<file path="config.mk">
export PLATFORM = sky130hd
export DESIGN_NAME = pipe_stage_skid_reg
export DESIGN_NICKNAME = d
export VERILOG_FILES = /design/src/rtl/pipe_stage_skid_reg.sv
export SDC_FILE = /design/constraint.sdc
export NUM_CORES = 1
export LEC_CHECK = 0
export CORE_MARGIN = 5
export CORE_UTILIZATION = 39
export DETAILED_ROUTE_END_ITERATION = 6
export PLACE_DENSITY = 0.66
export SLEW_MARGIN = 20
export SYNTH_ARGS = -nofsm -noshare
export SYNTH_HDL_FRONTEND = slang
export SYNTH_SLANG_ARGS = --single-unit
</file>
<file path="constraint.sdc">
create_clock -name clk -period 1.8 [get_ports clk]
set_input_delay 0.36 -clock clk [delete_from_list [all_inputs] [get_ports clk]]
set_output_delay 0.36 -clock clk [all_outputs]
set_load 0.01 [all_outputs]
</file>
<file path="src/rtl/pipe_stage_skid_reg.sv">
// Inter-stage pipeline register with valid/ready handshake and a 2-entry skid
// buffer. The skid entry lets in_ready be a flop, so downstream back-pressure
// never forms a combinational path to upstream.
module pipe_stage_skid_reg #(
  parameter int unsigned      WIDTH       = 16,
  parameter bit               FLUSH_CLEAR = 1'b1,
  parameter logic [WIDTH-1:0] RESET_DATA  = '0
) (
  input  logic             clk,
  input  logic             reset_n,
  input  logic             flush,
  input  logic             in_valid,
  output logic             in_ready,
  input  logic [WIDTH-1:0] in_data,
  input  logic             in_is_nop,
  output logic             out_valid,
  input  logic             out_ready,
  output logic [WIDTH-1:0] out_data,
  output logic             out_is_nop,
  output logic [1:0]       occupancy
);

  localparam int unsigned OCC_W = 2;

  // Main (M) and skid (S) entries
  logic             m_valid_q, m_valid_d;
  logic [WIDTH-1:0] m_data_q,  m_data_d;
  logic             m_nop_q,   m_nop_d;
  logic             s_valid_q, s_valid_d;
  logic [WIDTH-1:0] s_data_q,  s_data_d;
  logic             s_nop_q,   s_nop_d;

  // Registered status outputs
  logic             in_ready_q,  in_ready_d;
  logic [OCC_W-1:0] occupancy_q, occupancy_d;

  logic in_xfer;
  logic out_xfer;

  assign in_xfer  = in_valid & in_ready_q;
  assign out_xfer = m_valid_q & out_ready;

  // Next-state: flush first, then refill M (from S before new input), else park input in S
  always_comb begin
    m_valid_d = m_valid_q;
    m_data_d  = m_data_q;
    m_nop_d   = m_nop_q;
    s_valid_d = s_valid_q;
    s_data_d  = s_data_q;
    s_nop_d   = s_nop_q;

    if (flush) begin
      m_valid_d = 1'b0;
      m_nop_d   = 1'b1;
      s_valid_d = 1'b0;
      s_nop_d   = 1'b1;
      if (FLUSH_CLEAR) begin
        m_data_d = RESET_DATA;
        s_data_d = RESET_DATA;
      end
    end else if (!m_valid_q || out_xfer) begin
      if (s_valid_q) begin
        // in_ready is low while S is valid, so no input can collide here
        m_valid_d = 1'b1;
        m_data_d  = s_data_q;
        m_nop_d   = s_nop_q;
        s_valid_d = 1'b0;
        s_nop_d   = 1'b1;
      end else if (in_xfer) begin
        m_valid_d = 1'b1;
        m_data_d  = in_data;
        m_nop_d   = in_is_nop;
      end else begin
        // Empty M always reads as a bubble so out_is_nop can be a plain flop
        m_valid_d = 1'b0;
        m_nop_d   = 1'b1;
      end
    end else if (in_xfer) begin
      s_valid_d = 1'b1;
      s_data_d  = in_data;
      s_nop_d   = in_is_nop;
    end

    in_ready_d  = !s_valid_d;
    occupancy_d = OCC_W'(m_valid_d) + OCC_W'(s_valid_d);
  end

  // State registers with asynchronous reset to empty bubbles
  always_ff @(posedge clk or negedge reset_n) begin
    if (!reset_n) begin
      m_valid_q   <= 1'b0;
      m_data_q    <= RESET_DATA;
      m_nop_q     <= 1'b1;
      s_valid_q   <= 1'b0;
      s_data_q    <= RESET_DATA;
      s_nop_q     <= 1'b1;
      in_ready_q  <= 1'b1;
      occupancy_q <= '0;
    end else begin
      m_valid_q   <= m_valid_d;
      m_data_q    <= m_data_d;
      m_nop_q     <= m_nop_d;
      s_valid_q   <= s_valid_d;
      s_data_q    <= s_data_d;
      s_nop_q     <= s_nop_d;
      in_ready_q  <= in_ready_d;
      occupancy_q <= occupancy_d;
    end
  end

  assign in_ready   = in_ready_q;
  assign out_valid  = m_valid_q;
  assign out_data   = m_data_q;
  assign out_is_nop = m_nop_q;
  assign occupancy  = occupancy_q;

endmodule

</file>
# After elaboration in Yosys (flattened, before gate mapping)
# Cells that the tools add are included.
[classes] n_lt_le_gt_ge=0 bitwise=2 muxes=21 shift=0 n_eq_ne=2 n_mul=0 add_sub_neg=1 div_mod_pow=0 n_reduce_logical=10
[op_table] operator="$mux 16" n=6
[op_table] operator="$mux 1" n=15
[op_table] operator="$reduce_and 2->1" n=3
[op_table] operator="$reduce_bool 3->1" n=2
[op_table] operator="$reduce_bool 2->1" n=2
[op_table] operator="$ne 3x3->1 const B" n=1
[op_table] operator="$add 1x1->2" n=1
[op_table] operator="$and 1x1->1" n=2
[op_table] operator="$logic_not 1->1" n=2
[op_table] operator="$ne 2x2->1 const B" n=1
[op_table] operator="$logic_or 1x1->1" n=1
[word_totals] reg_bits=39 latchBits=0 in_bits=22 out_inout_bits=21 ram_bits=0 rom_bits=0 memories=0 elab_cells=44

# Depth between registers and ports, before layout
[logic_depth] depth_word=6 mapped_depth=5

# Worst setup path before layout
# Ideal clock, no wire load.
[synth_timing] path_kind="register to register" start="register in_ready_q, in the netlist in_ready" end="register occupancy_q[0], in the netlist occupancy[0]" t_required_ns=1.674 period_less_slack_ns=1.509 t_arrival_ns=1.383 setup_slack_ns=0.291 stages_incl_launch_ff=5 path_cell_list="dfstp_2 -> a21oi_2 -> or3_2 -> inv_1 -> ha_1"
[synth_rtl] item="from (decl)" line_no="34" rtl="logic in_ready_q, in_ready_d;"
[synth_rtl] item="from (signal assigned)" line_no="106" rtl="in_ready_q <= in_ready_d;"
[synth_rtl] item="$and 1x1->1" line_no="40" rtl="assign in_xfer = in_valid & in_ready_q;"
[synth_rtl] item="$mux 1" line_no="78" rtl="end else if (in_xfer) begin"
[synth_rtl] item="$mux 1" line_no="61" rtl="end else if (!m_valid_q || out_xfer) begin"
[synth_rtl] item="$mux 1" line_no="52" rtl="if (flush) begin"
[synth_rtl] item="named net s_valid_d" line_no="29" rtl="logic s_valid_q, s_valid_d;"
[synth_rtl] item="$add 1x1->2" line_no="85" rtl="occupancy_d = OCC_W'(m_valid_d) + OCC_W'(s_valid_d);"
[synth_rtl] item="named net occupancy_d[0]" line_no="35" rtl="logic [OCC_W-1:0] occupancy_q, occupancy_d;"
[synth_rtl] item="to (signal assigned)" line_no="107" rtl="occupancy_q <= occupancy_d;"
[synth_rtl] item="to (decl)" line_no="35"
# The timed path passes the listed nets, and every way through them passes these cells.
# A chain may end at the register's enable or synchronous reset.

# Worst setup path after layout
[layout_timing] start="register in_ready_q, in the netlist in_ready" end="output port in_ready"
[layout_rtl] item="to (decl)" line_no="13" rtl="output logic in_ready,"
# No word-level cell between the ends.

==> impl_metrics.toml <==
[global_route]
grt_first_pass_wirelength_um = 6610
grt_pass1_vias = 1342
grtUsageTotal_pct = 14.09
grt_overflow_total = 0
antenna_found_initial = 0
grt_max_degree = 32

[setup_path]
cp.required_ns = 1.44
crit_slowest_cell = "dfstp_2"
slowest_delay_ns = 0.57
end_kind = "primary output"
worstPathMaxFanout = 4
cp.arrival_ns = 1.39
critPathLaunchType = "flop"
crit_type = "reg -> out"
r2r_setup_slack_ns = 0.27
crit_buf_inv = 1
cp.depth = 1
rr_worst_depth = 4
cp_top_family = "flip-flops"
path_cells = "clkdlybuf4s50_1"

[drt]
num_vias = 1172
drt_iter0_markers = 44
wl_per_cell_um = 17.32
first_pass_iters = 4
drcViolationCount = 0
ant_nets = 0
vias_per_cell = 5.279
wl_um = 3846

[floorplanning]
die_w_um = 76.25
die_h_um = 76.25
ioPinCount = 43
start_util_pct = 39.86
rows = 24
dieArea_sq_um = 5814
core_sq_um = 4294

[final_layout]
drive_gt1_share_pct = 22.35
final_util_pct = 53.76
area_growth_pct = 34.87
final_nets = 192
num_antenna_cells = 0
fill_cells = 368

[timing]
fmax_mhz = 571.6
worst_pin_slew_ns = 0.6817
fin_crit_sh_pct = 97.19
clock_skew_ns = 0.009556
rsz0062_at_grt = "no"
finalMaxSlewViolations = 0
slew_headroom_pct = 54.55
final-setup-viol-count = 0
hold_viol = 0
period_minus_slack_ns = 1.749
setup_tns_ns = 0
hold_slack_ns = 0.1136
worst_slack_ns = 0.05056

[clock_network]
clkSinkCount = 39
cts.root.buffer_cell = "clkbuf_8"
cts_resized = 0
clock_latency_ns = 0.29
clk_pin_slew_ns = 0.08
htreeDepth = 2
cts_tree = "done"
cts_setup_buffers = 0
numCtsBuffers = 5
cts_buffer_depth = 2
hold_buffers = 0

[placed_design]
gp_congestion = 0.7893
dp_hpwl_um = 2783
place.port_buffers = 42
dpl_worst_slack_ns = -0.05977

[synth]
syn_nets = 139
synth_cell_types = 26
synth_ff_type = "dfrtp_1"
syn_inst = 116
synth_edf_count = 0
yosysSeqAreaShare_pct = 57.24
yosys_warnings = 0
syn_avg_cell_area_sq_um = 14.76
ys_ff_latch = 39
ys_async_sr_fraction_pct = 100.0
synth_area_sq_um = 1712

[run_status]
status = "complete, no violations"

[run]
maxCapViolCount = 0

[min_path]
hp-class = "in -> async"

[power]
power_leakage_uw = 0.0009732
ir_drop_mv = 0.3694
powerDensity_nw_per_um2 = 771.9
## metrics by stage
stage | power, uW | instances | area (sq um)
floorplan | 1083 | 116 | 1712
global placement | 1242 | 214 | 2228
detailed placement | 1250 | 214 | 2228
CTS | 1816 | 222 | 2308
global route | 1872 | 222 | 2308
finish | 1782 | 222 | 2308
## cells in the mapped netlist, types with 2 or more instances
cell / instances / area share [%]
dfrtp_1: 36 / 53
a22o_1: 16 / 8.2
mux2i_1: 16 / 9.4
o2bb2ai_2: 9 / 7.9
o2bb2ai_1: 6 / 3.1
a21oi_1: 4 / 1.2
buf_2: 4 / 1.2
buf_4: 3 / 1.3
dfstp_2: 3 / 4.6
inv_1: 2 / 0.44
o21ai_0: 2 / 0.58
## final cells by class
class	instances	area (sq um)	area share [%]
Multi-Input combinational cell	66	650.6	28.18
Sequential cell	39	979.7	42.44
Timing Repair Buffer	55	525.5	22.76
Inverter	2	7.507	0.3252
Tap cell	52	65.06	2.818
Clock buffer	8	80.08	3.469
## cell usage in the layout, fill, tap and decap left out, types with 3 or more instances in the layout
cell type / count
a21oi_1: 4
clkdlybuf4s50_1: 41
o2bb2ai_2: 9
o2bb2ai_1: 6
dfstp_2: 3
mux2i_1: 16
buf_4: 12
dfrtp_1: 36
clkbuf_1: 3
a22o_1: 16
clkbuf_8: 5
## logic make-up (layout without fill, tap and decap cells)
| group | Yosys count | in the layout | synth area share, % |
|---|---|---|---|
| simple gates | 8 | 8 | 3.583 |
| mux | 16 | 16 | 9.357 |
| fa+ha+maj | 1 | 1 | 0.7309 |
| buf+inv | 11 | 65 | 4.752 |
| flops | 39 | 39 | 57.24 |
| compound gates | 41 | 41 | 24.34 |
## flip-flops by register name, summed over array words and instances (netlist names)
name / count
in_ready: 1
occupancy: 2
out_data: 16
out_is_nop: 1
out_valid: 1
s_data_q: 16
s_nop_q: 1
s_valid_q: 1
## metal layers
layer	wire, um	vias to the layer above	GRT usage (%)
met4	55	0	6.469
met5	0	-	0
met1	1697	591	17.56
li1	-	549	-
met2	1930	26	23.03
met3	163	6	3.310
## final timing paths
| check | from | endpoint |
|---|---|---|
| min | reset_n | s_data_q[10]$_DFFE_PN0P_ |
| min reg2reg | out_data[10]$_DFFE_PN0P_ | out_data[10]$_DFFE_PN0P_ |
| max in group asynchronous | reset_n | out_data[7]$_DFFE_PN0P_ |
| max reg2reg | in_ready$_DFF_PN1_ | occupancy[0]$_DFF_PN0_ |
| max | in_ready$_DFF_PN1_ | in_ready |
| min in group clk | out_data[10]$_DFFE_PN0P_ | out_data[10]$_DFFE_PN0P_ |
## power by group
| part | total, uW | internal [uW] | switching [uW] | leakage [uW] |
|---|---|---|---|---|
| clock network | 552 | 275 | 277 | 0.0000395 |
| registers | 945 | 918 | 27.2 | 0.000521 |
| logic | 285 | 156 | 129 | 0.000413 |
No activity file was read; power rests on OpenSTA's default activity.
==> edit 1, RTL diff (same settings) <==
`WIDTH`: 16 -> 20.
--- a/src/rtl/pipe_stage_skid_reg.sv
+++ b/src/rtl/pipe_stage_skid_reg.sv
@@ -3,5 +3,5 @@
 // never forms a combinational path to upstream.
 module pipe_stage_skid_reg #(
-  parameter int unsigned      WIDTH       = 16,
+  parameter int unsigned      WIDTH       = 20,
   parameter bit               FLUSH_CLEAR = 1'b1,
   parameter logic [WIDTH-1:0] RESET_DATA  = '0
Ports: changed (resized in_data and out_data); port bits go from 43 to 51. No check against the original RTL was run, so the function may have changed too.
==> edit 1 against the original RTL <==
Design area rose by 19%; critical path depth did not move; wire length rose by 23%; worst setup slack improved by 0.028 ns; clock skew fell by 0.0015 ns; total power rose by 21%; sequential cell count rose by 8; via count rose by 19%; first-iteration DRC count rose by 61%; area after synthesis rose by 20%; non-clock buffer count rose by 5; critical path type unchanged; largest cell class unchanged.
==> edit 1: results (changes against the original RTL) <==
CP max stage delay -> 0.54 ns (was 0.57 ns)
GR Util met2 -> 0.261 (was 0.230)
M1 GR Usage -> 0.205 (was 0.176)
Distinct cells, synth -> 22 (was 26)
DR iter-0 viols -> 71 (was 44)
IO buf count -> 50 (was 42)
cell count after synthesis -> 138 (was 116)
Nets -> 221 (was 192)
reg2reg start -> out_valid$_DFF_PN0_ (was in_ready$_DFF_PN1_)
H-tree levels -> 2 (unchanged)
first-pass GRT wire length -> 8000 um (was 6610 um)
Finished Layout Cells -> 265 (was 222)
via-per-instance ratio -> 5.25 (was 5.28)
GP Congestion -> 0.871 (was 0.789)
top post-synthesis cells by area -> dfrtp_1, o2bb2ai_2, mux2i_1, a22o_1, dfstp_2 (was dfrtp_1, mux2i_1, a22o_1, o2bb2ai_2, dfstp_2)
maximum fanout along the worst path -> 2 (was 4)
CP arrival -> 1.36 ns (was 1.39 ns)
path depth of the worst reg2reg path -> 3 (was 4)
peak supply drop -> 356 uV (was 369 uV)
post-synthesis sequential area ratio -> 0.575 (was 0.572)
Fin Clk Skew -> 0.00805 ns (was 0.00956 ns)
Reg2Reg Capture Point -> out_data[18]$_DFFE_PN0P_ (was occupancy[0]$_DFF_PN0_)
Slew @ Worst Pin -> 0.735 ns (was 0.682 ns)
vias in the first global route -> 1577 (was 1342)
Primary FF master, synth -> dfrtp_1 (unchanged)
yosys warns -> 0 (unchanged)
Reg2Reg Setup Slack -> 0.31 ns (was 0.27 ns)
Fill cells -> 434 (was 368)
total track usage -> 0.154 (was 0.141)
syn_nets -> 165 (was 139)
largest net degree at the start of global routing -> 27 (was 32)
per-cell routed wire length -> 17.9 um (was 17.3 um)
share of layout cells above drive strength 1 -> 0.246 (was 0.224)
placed cell count -> 257 (was 214)
clk buf depth -> 2 (unchanged)
status -> completed (unchanged)
pre-CTS WS -> -0.122 ns (was -0.0598 ns)
M3 GR Usage -> 0.0336 (was 0.0331)
Synth top cells by count -> dfrtp_1, a22o_1, mux2i_1, o2bb2ai_2, buf_2 (was dfrtp_1, a22o_1, mux2i_1)
## edit 1: kinds of logic after synthesis
family | synth area share
AO/OA/AOI/OAI | 0.258
adder cells (fa/ha/maj) | 0.00609
buffers and inverters | 0.0378
flip-flops | 0.575
multiplexers | 0.0975
AND/OR/NAND/NOR | 0.0256
## edit 1: layout make-up
class                   count  area [um^2]  area share
well taps                  70         87.6      0.0318
multi-input cells          78          807       0.293
inverters                   2         7.51     0.00273
clock buffers               6         82.6      0.0300
flip-flops and latches     47         1180       0.428
repair buffers             60          573       0.208
clock inverters             2         16.3     0.00591
## edit 1: worst max path at each step
| stage | start | depth (start not counted) | slack [ns] | end |
|---|---|---|---|---|
| floorplan | in_ready$_DFF_PN1_ | 4 | 0.40 | occupancy[0]$_DFF_PN0_ |
| global placement | in_valid | 4 | -0.07 | out_data[18]$_DFFE_PN0P_ |
| detailed placement | in_valid | 4 | -0.12 | out_data[14]$_DFFE_PN0P_ |
| CTS | in_ready$_DFF_PN1_ | 1 | 0.01 | in_ready |
| global route | out_is_nop$_DFFE_PN1P_ | 1 | 0.04 | out_is_nop |
| finish | out_is_nop$_DFFE_PN1P_ | 1 | 0.08 | out_is_nop |
## edit 1: routing by layer
layer	wire length, um	vias to the layer above
met5	0	-
met4	4	0
met3	246	2
met2	2310	40
met1	2190	712
li1	-	638
## edit 1: metrics by stage
step	hold slack, ns	instance area (um^2)
after floorplan	0.0644	2050
after global placement	0.370	2650
after detailed placement	0.388	2650
after CTS	0.0624	2750
after global routing	0.0962	2750
final	0.0581	2750
## edit 1: power breakdown
group	leakage, nW	internal, W	switching (W)
clock	0.0474	0.000314	0.000361
combinational	0.467	0.000176	0.000157
sequential	0.629	0.00111	0.0000356
total	1.14	0.00159	0.000554
==> edit 2, RTL diff (same flow settings) <==
Without the edit above. Reset style: synchronous (`reset_n`), changed in one clocked block. Comments in the files are not updated.
--- a/src/rtl/pipe_stage_skid_reg.sv
+++ b/src/rtl/pipe_stage_skid_reg.sv
@@ -87,5 +87,5 @@
 
   // State registers with asynchronous reset to empty bubbles
-  always_ff @(posedge clk or negedge reset_n) begin
+  always_ff @(posedge clk) begin
     if (!reset_n) begin
       m_valid_q   <= 1'b0;
Function: differs if reset_n is asserted again (counterexample within 4 cycles, from zero or initial values and one cycle with reset_n low); with reset_n held inactive, the same outputs for 10 cycles.
==> edit 2 against the original RTL <==
Count of clock-buffer cells in the layout down 2; core utilization up 0.25 points; global-route usage up 0.59 points; sequential cell count unchanged; wire length down 0.68%; sequential power down 5.1%; worst setup slack better by 0.14 ns; area after synthesis down 5.2%; total power down 7.6%; largest cell class unchanged; via count up 17%; design area down 5.7%.
==> edit 2: results (changes against the original RTL) <==
via-per-instance ratio -> 5.12 (was 5.28)
maximum fanout along the worst path -> 5 (was 4)
post-synthesis sequential area ratio -> 0.481 (was 0.572)
Post-DP Area -> 2100 um^2 (was 2230 um^2)
peak supply drop -> 496 uV (was 369 uV)
status -> completed (unchanged)
per-cell routed wire length -> 14.3 um (was 17.3 um)
syn_nets -> 195 (was 139)
Hold Crit Class -> reg2reg (was in2async)
worst setup path startpoint -> in_ready$_SDFF_PN1_ (was in_ready$_DFF_PN1_)
Leakage -> 0.732 nW (was 0.973 nW)
top post-synthesis cells by area -> dfxtp_1, a21oi_1, mux2i_1, nand2_1, a211oi_2 (was dfrtp_1, mux2i_1, a22o_1, o2bb2ai_2, dfstp_2)
largest net degree at the start of global routing -> 18 (was 32)
Fill cells -> 379 (was 368)
Slew @ Worst Pin -> 0.291 ns (was 0.682 ns)
Synth top cells by count -> dfxtp_1, a21oi_1, nand2_1 (was dfrtp_1, a22o_1, mux2i_1)
Fin Clk Skew -> 0.00572 ns (was 0.00956 ns)
Post-DP HPWL -> 2830 um (was 2780 um)
total track usage -> 0.147 (was 0.141)
GP Congestion -> 0.792 (was 0.789)
CP arrival -> 1.25 ns (was 1.39 ns)
first-pass GRT wire length -> 6100 um (was 6610 um)
asr flop ratio synth -> 0 (was 1.00)
vias in the first global route -> 1298 (was 1342)
Distinct cells, synth -> 23 (was 26)
1st-pass router iterations -> 5 (was 4)
delay-heaviest family, CP -> buffers and inverters (was flip-flops)
clock latency at the later pin of the worst-skew pair -> 0.29 ns (about the same)
share of layout cells above drive strength 1 -> 0.124 (was 0.224)
Primary FF master, synth -> dfxtp_1 (was dfrtp_1)
Nets -> 241 (was 192)
critical path's slowest cell -> clkdlybuf4s50_1 (was dfstp_2)
Hold Startpoint -> s_data_q[0]$_SDFFE_PP0P_
==> edit 2: logic make-up (layout without fill, tap and decap cells) <==
group / count (synthesis) / count (layout) / share of synthesized area
AOI/OAI and AO/OA: 55 / 55 / 0.230
adders and majority gates: 1 / 1 / 0.00771
buffers and inverters: 15 / 60 / 0.0547
DFF: 39 / 39 / 0.481
muxes: 16 / 16 / 0.0987
and+or+nand+nor: 46 / 46 / 0.128
==> edit 2: routing by layer <==
layer,track usage,wire (um),up-vias,share of wire
met5,0,0,-,0
met4,0.0889,115,0,0.030
met3,0.0365,235,10,0.062
met2,0.222,1750,37,0.46
met1,0.187,1720,620,0.45
li1,-,-,699,-
==> edit 2: layout make-up <==
cell class / count / area (um^2) / share of cell area
flip-flops and latches: 39 / 781 / 0.359
multi-input cells: 118 / 753 / 0.346
repair buffers: 53 / 503 / 0.231
clock buffers: 6 / 72.6 / 0.0334
well taps: 50 / 62.6 / 0.0288
inverters: 1 / 3.75 / 0.00173
==> edit 2: path summary, 6_finish.rpt <==
check | end | cells past startpoint | slack, ns
max | in_ready | 1 | 0.19
min | s_data_q[0]$_SDFFE_PP0P_ | 2 | 0.46
max reg2reg | occupancy[0]$_SDFF_PN0_ | 4 | 0.56
min reg2reg | s_data_q[0]$_SDFFE_PP0P_ | 2 | 0.46
==> edit 2: report_power, final <==
group | total [W] | switching, W | internal, W
logic | 0.000216 | 0.0000992 | 0.000117
registers | 0.000897 | 0.0000128 | 0.000885
clock network | 0.000532 | 0.000274 | 0.000258
==> edit 2: stage by stage <==
stage / hold slack [ns] / std cells / worst slack [ns]
floorplan: 0.426 / 172 / 0.379
global placement: 0.441 / 261 / 0.0683
detailed placement: 0.447 / 261 / 0.00900
CTS: 0.456 / 267 / 0.171
global route: 0.475 / 267 / 0.152
finish: 0.456 / 267 / 0.194
